--- src/rtl/ram_test_pkg.sv ---
// Shared widths and typedefs for the ram_test single-port RAM with power-up clear sweep.
package ram_test_pkg;
    localparam int DEF_ADDR_W = 15;
    localparam int DEF_DATA_W = 16;
    localparam int DEPTH      = 2 ** DEF_ADDR_W;

    typedef logic [DEF_ADDR_W-1:0] addr_t;
    typedef logic [DEF_DATA_W-1:0] data_t;
endpackage

--- src/rtl/ram_test_clear_seq.sv ---
// Post-reset clear sweep: walks every address once, writing zero, then raises ready.
module ram_test_clear_seq
    import ram_test_pkg::*;
#(
    parameter int ADDR_W = DEF_ADDR_W
) (
    input  logic              clock,
    input  logic              reset,
    output logic              sweep_we,
    output logic [ADDR_W-1:0] sweep_addr,
    output logic              ready
);
    logic [ADDR_W-1:0] cnt_q, cnt_d;
    logic              ready_q, ready_d;

    always_comb begin
        cnt_d   = cnt_q;
        ready_d = ready_q;
        if (!ready_q) begin
            cnt_d = cnt_q + 1'b1;
            // ready rises on the same edge that clears the last word
            if (cnt_q == {ADDR_W{1'b1}}) begin
                ready_d = 1'b1;
            end
        end
    end

    always_ff @(posedge clock) begin
        if (reset) begin
            cnt_q   <= '0;
            ready_q <= 1'b0;
        end else begin
            cnt_q   <= cnt_d;
            ready_q <= ready_d;
        end
    end

    assign sweep_we   = ~ready_q & ~reset;
    assign sweep_addr = cnt_q;
    assign ready      = ready_q;
endmodule

--- config.mk ---
export PLATFORM = sky130hd
export DESIGN_NAME = ram_test_clear_seq
export DESIGN_NICKNAME = d
export VERILOG_FILES = /design/src/rtl/ram_test_pkg.sv /design/src/rtl/ram_test_clear_seq.sv
export SDC_FILE = /design/constraint.sdc
export NUM_CORES = 1
export LEC_CHECK = 0
export CAP_MARGIN = 20
export CORE_MARGIN = 1.5
export CORE_UTILIZATION = 47
export CTS_CLUSTER_DIAMETER = 30
export DETAILED_ROUTE_END_ITERATION = 10
export PLACE_DENSITY = 0.76
export SYNTH_ARGS = -nofsm -noshare
export SYNTH_HDL_FRONTEND = slang
export SYNTH_SLANG_ARGS = --single-unit
--- constraint.sdc ---
create_clock -name clock -period 1.9 [get_ports clock]
set_input_delay 0.285 -clock clock [delete_from_list [all_inputs] [get_ports clock]]
set_output_delay 0.285 -clock clock [all_outputs]
set_load 0.05 [all_outputs]
== Yosys cells after proc, flatten, opt, wreduce, memory -nomap -nowiden ==
Index checks and enable logic that the tools add are counted.

* Bits in registers: 16
* Bits in latches: 0
* RAM bits: 0
* Memory bits (read-only): 0
* Input bits: 2
* Memories kept: 0

* Add/subtract/negate cells: 1
* $mul: 0
* Divide/modulo/power cells: 0
* Order comparisons: 0
* Eq/ne operators: 1
* Shifts and indexed selects: 0
* Multiplexer cells: 2
* Bitwise gates (word level): 3
* Reductions and logical operators: 0

{| class="wikitable"
|+ Operators with widths
! kind !! number
|-
| $add A15 B1 Y15 const B || 1
|-
| $eq A15 B15 Y1 const B || 1
|-
| $mux W1 || 2
|-
| $not A1 Y1 || 2
|-
| $and A1 B1 Y1 || 1
|}

== Logic depth before layout (Yosys ltp) ==
* Word-level depth: 3
* Depth in mapped cells: 4
* Depth with buffers taken out: 4

== Worst setup path after synthesis ==
OpenSTA, ideal clock, no wires.

* Path type: reg2reg
* Start point: register cnt_q[0] (netlist: sweep_addr[0])
* End point: register cnt_q[14] (netlist: sweep_addr[14])
* Setup time: 0.123 ns
* Arrival: 1.776 ns
* Setup slack: 0.001 ns
* Stages on the path, launching flop included: 5
* Cell sequence: dfxtp_1 ha_1 nand4b_4 nor4_2 mux2_1

* Word-level cells in the longest chain between the ends: 1

{| class="wikitable"
|+ RTL lines
! item !! line !! source
|-
| from (decl) || ram_test_clear_seq.sv:13 || <nowiki>logic [ADDR_W-1:0] cnt_q, cnt_d;</nowiki>
|-
| from (signal assigned) || ram_test_clear_seq.sv:33 || <nowiki>cnt_q <= cnt_d;</nowiki>
|-
| $add A15 B1 Y15 || ram_test_clear_seq.sv:20 || <nowiki>cnt_d = cnt_q + 1'b1;</nowiki>
|}

No other way between the ends.
A chain may end at the register's enable or synchronous reset.

== Final worst setup path ==
* Start point: register cnt_q[10] (netlist: sweep_addr[10])
* End point: output port sweep_addr[10]

{| class="wikitable"
|+ RTL lines
! item !! line !! source
|-
| to (decl) || ram_test_clear_seq.sv:10 || <nowiki>output logic [ADDR_W-1:0] sweep_addr,</nowiki>
|}

No word-level cell between the ends.

==> results.toml <==
[outcome]
status = "complete, but fails checks"
violations = "DRC"

[floorplan]
die_area_um2 = 1990
io_pins = 19
rows = 14
initial_core_util_pct = 52.2
core_um2 = 1560
fp.dieW_um = 44.6
die-height_um = 44.6

[pwr]
p_leak_uw = 0.000527
pwr_density_cell_nw_per_um2 = 605
totalPowerFinal_uw = 645
peakVddDrop_uv = 466

[worst_setup_path]
rr_endpoint = "sweep_addr[14]"
r2r_setup_slack_ns = 0.27
ff2ff_path_depth = 4
cp_top_family = "buffers and inverters"
critPathBufInv = 1
worstPathMaxFanout = 5
cp_cell_sequence = "clkdlybuf4s50_1"
crit_type = "reg2out"
start_kind = "register"
crit_slowest_cell = "clkdlybuf4s50_1"
critPathArrivalTime_ns = 1.55
cpPeakStageDelay_ns = 0.83
end_kind = "output pin"
timing.rr.start = "sweep_addr[0]"
required_ns = 1.62

[drt]
ant_nets = 0
drt_iter0_markers = 22
wire_per_inst_um = 13.1
vias_per_cell = 5.55
dr.pass1.iters = 7
maxUsedRoutingLayer = "met4"
met1_length_um = 769
met2_length_um = 773
drcViolationCount = 1
met3WireLength_um = 55
routed_wl_mm = 1.61
vias = 683

[placed_design]
placedCellCount = 119
dp_hpwl_mm = 1.14
routabilityCongestion = 0.786
place_area_um2 = 1020
port_buffers = 18

[sta]
rsz0062_at_grt = "no"
timing.hold.ws_ns = 0.519
setup_viol = 0
period_share_pct = 96.4
hold_viol = 0
fmax_ghz = 0.546
clock_skew_ns = 0.00468
fin_setup_tns_ns = 0
finalCriticalPeriod_ns = 1.83
tightest_slew_ns = 0.509
final_max_slew_viol_count = 0
slew_headroom_pct = 66.0

[global_route]
grt.total_usage_pct = 18.9
antenna_found_initial = 0
grt_pass1_vias = 596
grt_pass1_wl_mm = 2.67
grt_max_degree = 14
overflow = 0

[clock_network]
clk_pin_slew_ns = 0.10
htree_levels = 1
clockBufferDepth = 2
cts_inserted_buffers = 3
cts.sinks = 16
postCtsHoldBufs = 0
clockRootBuffer = "clkbuf_4"
clock_latency_ns = 0.28
cts_tree = "yes"

[finish]
nNetsFinal = 111
drive_gt1_share_pct = 18.7
num_antenna_cells = 0
final_area_um2 = 1070
stdcell_count = 123
syn_to_final_growth_pct = 31.1

[synthesis]
yosys_register_bits = 16
ys_types = 28
syn_inst = 86
synthSimpleGateAreaFrac_pct = 34.5
synth_compound_gate_area_share_pct = 8.62
synth_fa_ha_area_share_pct = 1.54
syn_nets = 89
syn_area_um2 = 813
synth-xor-area-share_pct = 4.31
ys_warn_count = 0
synth_top_family_by_area = "simple AND/OR/NAND/NOR gates"
ys_seq_area_share_pct = 39.4
syn_avg_cell_area_um2 = 9.46
muxShareOfSynthArea_pct = 6.77

[hold_path]
hold_class = "reg2reg"
hold-path-endpoint = "sweep_addr[12]"
holdPathStages = 2
hold_path.startpoint = "sweep_addr[12]"

[run]
drv_cap = 0
[through the flow]
stage / worst slack (ns) / util, %
2_1_floorplan: 0.000944 / -
3_3_place_gp: 0.323 / 65.2
3_5_place_dp: 0.267 / 65.2
4_1_cts: 0.00268 / 67.6
5_1_grt: 0.00971 / 68.4
6_report: 0.0675 / 68.4
[flip-flops by register name, summed over array words and instances (netlist names)]
| name | cells |
|---|---|
| ready | 1 |
| sweep_addr | 15 |
[synth_stat cells, drive strengths merged]
cell type  number  share of area, %
xor2            3               3.2
o31ai           2               1.8
a21oi           7               4.3
buf             4               3.1
ha              1               1.5
nor2           10               4.6
o21ai           4               2.5
dfxtp          16                39
nand3b          1              0.92
or4             3               2.8
xnor2           1               1.1
or3             4               3.1
nand2           4               1.8
mux2            4               5.5
nor4            4               5.4
mux2i           1               1.2
clkbuf          1              0.46
nand4           3               3.8
nand3           2               1.2
inv             3               1.4
nor2b           5               3.8
nand4b          3               6.9
[cells in the final DEF, fill, tap and decap left out, drive strengths merged]
master,count
nor4,4
nor2,10
a21oi,7
xnor2,1
xor2,3
clkbuf,4
or3,4
mux2i,1
o31ai,2
nor2b,5
buf,8
clkdlybuf4s50,9
inv,3
dlymetal6s2s,5
nand4,3
mux2,4
nand2,4
nand3,2
o21ai,4
ha,1
or4,3
dfxtp,16
nand4b,3
nand3b,1
[how the worst max path moves through the flow]
stage                     slack, ns  depth (start not counted)        endpoint            from
final                          0.07                          1  sweep_addr[10]  sweep_addr[10]
after detailed placement       0.27                          4  sweep_addr[14]   sweep_addr[0]
after global routing           0.01                          1  sweep_addr[10]  sweep_addr[10]
after global placement         0.32                          4  sweep_addr[11]           reset
after floorplan              0.0009                          4  sweep_addr[14]   sweep_addr[0]
after CTS                     0.003                          1   sweep_addr[3]   sweep_addr[3]
[per-layer routing]
metal  GRT usage, %  up-vias
li1               -      351
met1           24.1      318
met2           29.3       12
met3           3.67        2
met4           10.9        0
met5              0        -
[what timing repair did]
item / 4_1_cts / 5_1_grt
resized for setup: 0 / 5
setup buffers: 0 / 0
endpoints found under the setup margin: 0 / 5
[power by group]
group	internal [uW]	total (uW)	switching (uW)
Combinational	27.9	72.9	45.1
Sequential	341	349	7.78
Clock	117	223	107
Total	485	645	160
[logic make-up after synthesis]
family | Yosys count
xor+xnor | 4
flops | 16
simple gates | 39
fa+ha+maj | 1
compound gates | 13
buf+inv | 8
mux | 5
[area by class of cell]
| type | instances | area, um^2 |
|---|---|---|
| Clock buffer | 4 | 36.3 |
| Fill cell | 124 | 493 |
| Inverter | 3 | 11.3 |
| Multi-Input combinational cell | 62 | 453 |
| Sequential cell | 16 | 320 |
| Tap cell | 16 | 20.0 |
| Timing Repair Buffer | 22 | 225 |
Note: power is estimated with default switching activity, not from simulation.
==> variant 1: new RTL, config.mk and constraints unchanged <==
Make the reset (`reset`) asynchronous in one clocked block.
--- a/src/rtl/ram_test_clear_seq.sv
+++ b/src/rtl/ram_test_clear_seq.sv
@@ -26,5 +26,5 @@
     end
 
-    always_ff @(posedge clock) begin
+    always_ff @(posedge clock or posedge reset) begin
         if (reset) begin
             cnt_q   <= '0;
Check against the original RTL: differs if reset is asserted again (counterexample within 4 cycles, from zero or initial values and one cycle with reset high); with reset held inactive, the same outputs for 10 cycles.
==> variant 1 against the original RTL <==
  * Routed wire length down 15%
  * Critical path depth unchanged
  * Sequential cell count is the same
  * Design area is 4.9% lower
  * Synthesized area decreased by 4.2%
  * Setup slack worse by 0.010 ns
  * Die area is 3.9% lower
  * Final cell count fell by 19%
  * Register-to-register slack better by 0.20 ns
  * Highest routed layer unchanged
Power is not compared: it rests on default switching activity, and its combinational part moved more than twofold at a synthesized area within 25%.
==> variant 1: results (changes against the original RTL) <==
stage,metric,value,unit,change
clock_network,Post CTS Setup Buffer Count,0,,unchanged
final_layout,#MultiIn Comb,42,,was 62
status,outcome,"complete, no violations",,was finished with violations
placement,Place WS,0.3634,ns,was 0.2665 ns
placement,Placed Area,974.7,um^2,was 1017 um^2
worst_setup_path,r2r setup slk,0.47,ns,was 0.27 ns
routing,DRT Pass-1 Iters,4,,was 7
routing,DR WL met3,63,um,was 55 um
routing,drt initial violations,13,,was 22
placement,Post-Place Cells,96,,was 119
clock_network,Num CTS Buffers,3,,unchanged
clock_network,clk slew on worst S/H paths,0.10,ns,about the same
synth,Synthesized Nets,65,,was 89
final_layout,fraction of layout cells with a size suffix above 1,0.2381,,was 0.1869
routing,via count,546,,was 683
synth,adder-cell share of the synthesized area,0.01605,,was 0.01538
worst_setup_path,reg2reg start,sweep_addr[0]$_DFFE_PP0N_,,was sweep_addr[0]$_SDFFE_PP0N_
synth,xor/xnor cell area share of the yosys netlist,0.1573,,was 0.04308
global_route,GR Util All Layers,0.1771,,was 0.1886
synth,Cell variety after synth,16,,was 28
global_route,vias in the first global route,532,,was 596
synth,synth cell count leaders,"dfrtp_1 (16), xor2_1 (8), xnor2_1 (6)",,"was dfxtp_1 (16), nor2_1 (10), a21oi_1 (7)"
synth,"FF+latch count, synth",16,,unchanged
worst_setup_path,Worst R2R End,sweep_addr[14]$_DFFE_PP0N_,,was sweep_addr[14]$_SDFFE_PP0N_
final_layout,final net count,88,,was 111
final_layout,Fillers,122,,was 124
synth,asr flop ratio synth,1.000,,was 0
placement,global placement routability congestion,0.6826,,was 0.7858
final_layout,Seq. cell area,400.4,um^2,was 320.3 um^2
final_layout,Data buffer area share,0.1753,,was 0.2113
synth,Synth Flop Type,dfrtp_1,,was dfxtp_1
final_layout,final instance area,1013,um^2,was 1066 um^2
final_layout,inverters,4,,was 3
power,total power,0.5859,mW,
timing,fmax,542.7,MHz,was 545.7 MHz
global_route,first-pass GRT wire length,2456,um,was 2670 um
routing,DR vias/cell,5.460,,was 5.553
routing,final WL,1369,um,was 1614 um
timing,Hold WS,0.3930,ns,was 0.5186 ns
worst_setup_path,largest fanout on the critical path,5,,unchanged
synth,syn avg cell area,12.57,um^2,was 9.457 um^2
clock_network,H-tree Lvls,1,,unchanged
min_path,worst hold path class,in2async,,was reg2reg
routing,met1 WL,631,um,was 769 um
timing,slew at the pin closest to its max-slew limit,0.6049,ns,was 0.5088 ns
synth,Synth Area in Compound Gates,0.01124,,was 0.08615
synth,post-synthesis mux area share,0.01445,,was 0.06769
synth,top post-synthesis cells by area,"dfrtp_1 (51%), xor2_1 (9.0%), xnor2_1 (6.7%)",,"was dfxtp_1 (39%), nand4b_4 (5.8%), nor2_1 (4.6%)"
final_layout,max FFs per register,15,,unchanged
final_layout,ClkCell Share,0.03580,,was 0.03404
synth,register area share after synthesis,0.5136,,was 0.3938
final_layout,combined area of the multi-input logic cells,364.1,um^2,was 452.9 um^2
final_layout,Plain + repair buffers,18,,was 22
routing,met2 wire length,664,um,was 773 um
timing,Worst Clk Skew,0.003038,ns,was 0.004682 ns
## variant 1: routing by layer
layer | GRT usage | up-vias
met2 | 0.2765 | 16
met4 | 0.07273 | 0
li1 | - | 264
met5 | 0 | -
met3 | 0.02500 | 2
met1 | 0.2473 | 264
## variant 1: how the worst max path moves through the flow
stage / startpoint / end / cells after the start
6_report: sweep_addr[7]$_DFFE_PP0N_ / sweep_addr[7] / 1
5_1_grt: sweep_addr[9]$_DFFE_PP0N_ / sweep_addr[9] / 1
4_1_cts: sweep_addr[4]$_DFFE_PP0N_ / sweep_addr[4] / 1
3_5_place_dp: sweep_addr[4]$_DFFE_PP0N_ / sweep_addr[4] / 1
3_3_place_gp: sweep_addr[7]$_DFFE_PP0N_ / sweep_addr[7] / 1
2_1_floorplan: sweep_addr[0]$_DFFE_PP0N_ / sweep_addr[14]$_DFFE_PP0N_ / 4
## variant 1: what timing repair did
action,in CTS,in global routing
gates resized for setup,0,1
hold buffers,0,0
endpoints found under the setup margin,0,1
==> variant 2: new RTL, same settings <==
Made on the original files. `DEF_ADDR_W`: 15 -> 16.
--- a/src/rtl/ram_test_pkg.sv
+++ b/src/rtl/ram_test_pkg.sv
@@ -1,5 +1,5 @@
 // Shared widths and typedefs for the ram_test single-port RAM with power-up clear sweep.
 package ram_test_pkg;
-    localparam int DEF_ADDR_W = 15;
+    localparam int DEF_ADDR_W = 16;
     localparam int DEF_DATA_W = 16;
     localparam int DEPTH      = 2 ** DEF_ADDR_W;
Ports: changed (resized sweep_addr); port bits go from 19 to 20. The function was not compared with the original's and may differ.
==> variant 2 against the original RTL <==
  * Sequential power increased by 6.6%
  * Clock power decreased by 14%
  * Synthesized area increased by 5.8%
  * Design area increased by 3.6%
  * Routed wire length increased by 7.9%
  * First-iteration DRC count decreased by 50%
  * Setup slack got worse by 0.020 ns
  * Maximum frequency decreased by 1.1%
  * Count of clock-buffer cells in the layout unchanged
  * Total power decreased by 1.2%
  * Sequential cell count increased by 1
  * Global-route usage increased by 0.36 points
  * Worst hold slack improved by 0.0013 ns
  * Critical path type unchanged
  * Critical endpoint is now sweep_addr[3]
==> variant 2: results (changes against the original RTL) <==
stage,metric,value,unit,change
final_layout,final net count,118,,was 111
timing,Rel. slew slack,0.6566,,was 0.6602
global_route,first-pass GRT wire length,2835,um,was 2670 um
worst_setup_path,CP startpoint,sweep_addr[3]$_SDFFE_PP0N_,,was sweep_addr[10]$_SDFFE_PP0N_
placement,DP Wirelength,1210,um,was 1141 um
synth,top post-synthesis cells by area,"dfxtp_1 (40%), mux2_2 (7.8%), nor2_1 (4.8%)",,"was dfxtp_1 (39%), nand4b_4 (5.8%), nor2_1 (4.6%)"
synth,Cell variety after synth,25,,was 28
final_layout,fraction of layout cells with a size suffix above 1,0.1667,,was 0.1869
worst_setup_path,cell count of the worst reg-to-reg path,3,,was 4
global_route,largest net degree at the start of global routing,17,,was 14
placement,IO buf count,19,,was 18
synth,register area share after synthesis,0.3953,,was 0.3938
final_layout,max FFs per register,16,,was 15
status,outcome,"complete, no violations",,was finished with violations
power,cell-internal power,0.4701,mW,was 0.4852 mW
timing,Worst Clk Skew,0.002391,ns,was 0.004682 ns
min_path,Hold Crit Start,sweep_addr[8]$_SDFFE_PP0N_,,was sweep_addr[12]$_SDFFE_PP0N_
routing,drt initial violations,11,,was 22
routing,via count,776,,was 683
worst_setup_path,reg2reg start,sweep_addr[2]$_SDFFE_PP0N_,,was sweep_addr[0]$_SDFFE_PP0N_
power,Leak,0.4562,nW,was 0.5271 nW
power,worst vdd ir,0.0003764,V,was 0.0004659 V
placement,Placed Area,1066,um^2,was 1017 um^2
synth,Synthesized Nets,97,,was 89
routing,DRT Pass-1 Iters,4,,was 7
global_route,vias in the first global route,649,,was 596
routing,Avg WL per Cell,12.53,um,was 13.12 um
global_route,GR Util All Layers,0.1922,,was 0.1886
placement,global placement routability congestion,0.8280,,was 0.7858
variant 2: metrics by stage:
| step | total power, mW | util | cells | setup WS (ns) |
|---|---|---|---|---|
| floorplan | 0.4269 | - | 94 | 0.06041 |
| global placement | 0.4521 | 0.6174 | 135 | 0.3338 |
| detailed placement | 0.4535 | 0.6174 | 135 | 0.3247 |
| CTS | 0.6444 | 0.6326 | 139 | 0.0004763 |
| global route | 0.6646 | 0.6399 | 139 | 0.001424 |
| finish | 0.6371 | 0.6399 | 139 | 0.04745 |
variant 2: worst register-to-register path: cells and delay by family, from the launching register on:
family / cells / cell delay (ns)
multiplexers: 1 / 0.37
flip-flops: 1 / 0.45
AND/OR/NAND/NOR: 2 / 0.66
variant 2: kinds of logic after synthesis:
family,share of synthesized area
DFF,0.3954
muxes,0.09011
buffers and inverters,0.06105
and+or+nand+nor,0.3212
adders and majority gates,0.01453
AOI/OAI and AO/OA,0.08721
xor gates and xnor gates,0.03053
variant 2: final cells by class:
| cell class | count | area, um^2 |
|---|---|---|
| Multi-Input combinational cell | 69 | 467.9 |
| Timing Repair Buffer | 21 | 225.2 |
| Inverter | 3 | 11.26 |
| Fill cell | 160 | 621.8 |
| Clock buffer | 4 | 26.28 |
| Tap cell | 25 | 31.28 |
| Sequential cell | 17 | 342.8 |
variant 2: worst min-delay path by stage:
stage                             endpoint  slack [ns]  depth (start not counted)
2_1_floorplan  sweep_addr[13]$_SDFFE_PP0N_        0.53                          2
3_3_place_gp    sweep_addr[8]$_SDFFE_PP0N_        0.50                          2
3_5_place_dp    sweep_addr[8]$_SDFFE_PP0N_        0.52                          2
4_1_cts         sweep_addr[8]$_SDFFE_PP0N_        0.53                          2
5_1_grt         sweep_addr[8]$_SDFFE_PP0N_        0.57                          2
6_report        sweep_addr[8]$_SDFFE_PP0N_        0.52                          2
variant 2: layer usage:
metal | wire (um) | part of all wire | track usage
met3 | 63 | 0.036 | 0.05159
met2 | 843 | 0.48 | 0.2986
met5 | 0 | 0 | 0
met1 | 794 | 0.46 | 0.2409
met4 | 41 | 0.024 | 0.1029
variant 2: power groups by stage:
stage                     Clock, mW  Combinational [mW]  Sequential, mW
after detailed placement          0              0.0731           0.380
after global placement            0              0.0726           0.380
after global routing          0.213              0.0784           0.373
final                         0.192              0.0727           0.372
after floorplan                   0              0.0284           0.398
after CTS                     0.199              0.0734           0.372
variant 2: what timing repair did:
| action | CTS | global route |
|---|---|---|
| hold endpoints to repair | 0 | 0 |
| resized for setup | 0 | 5 |
| endpoints found under the setup margin | 0 | 5 |
| hold buffers | 0 | 0 |
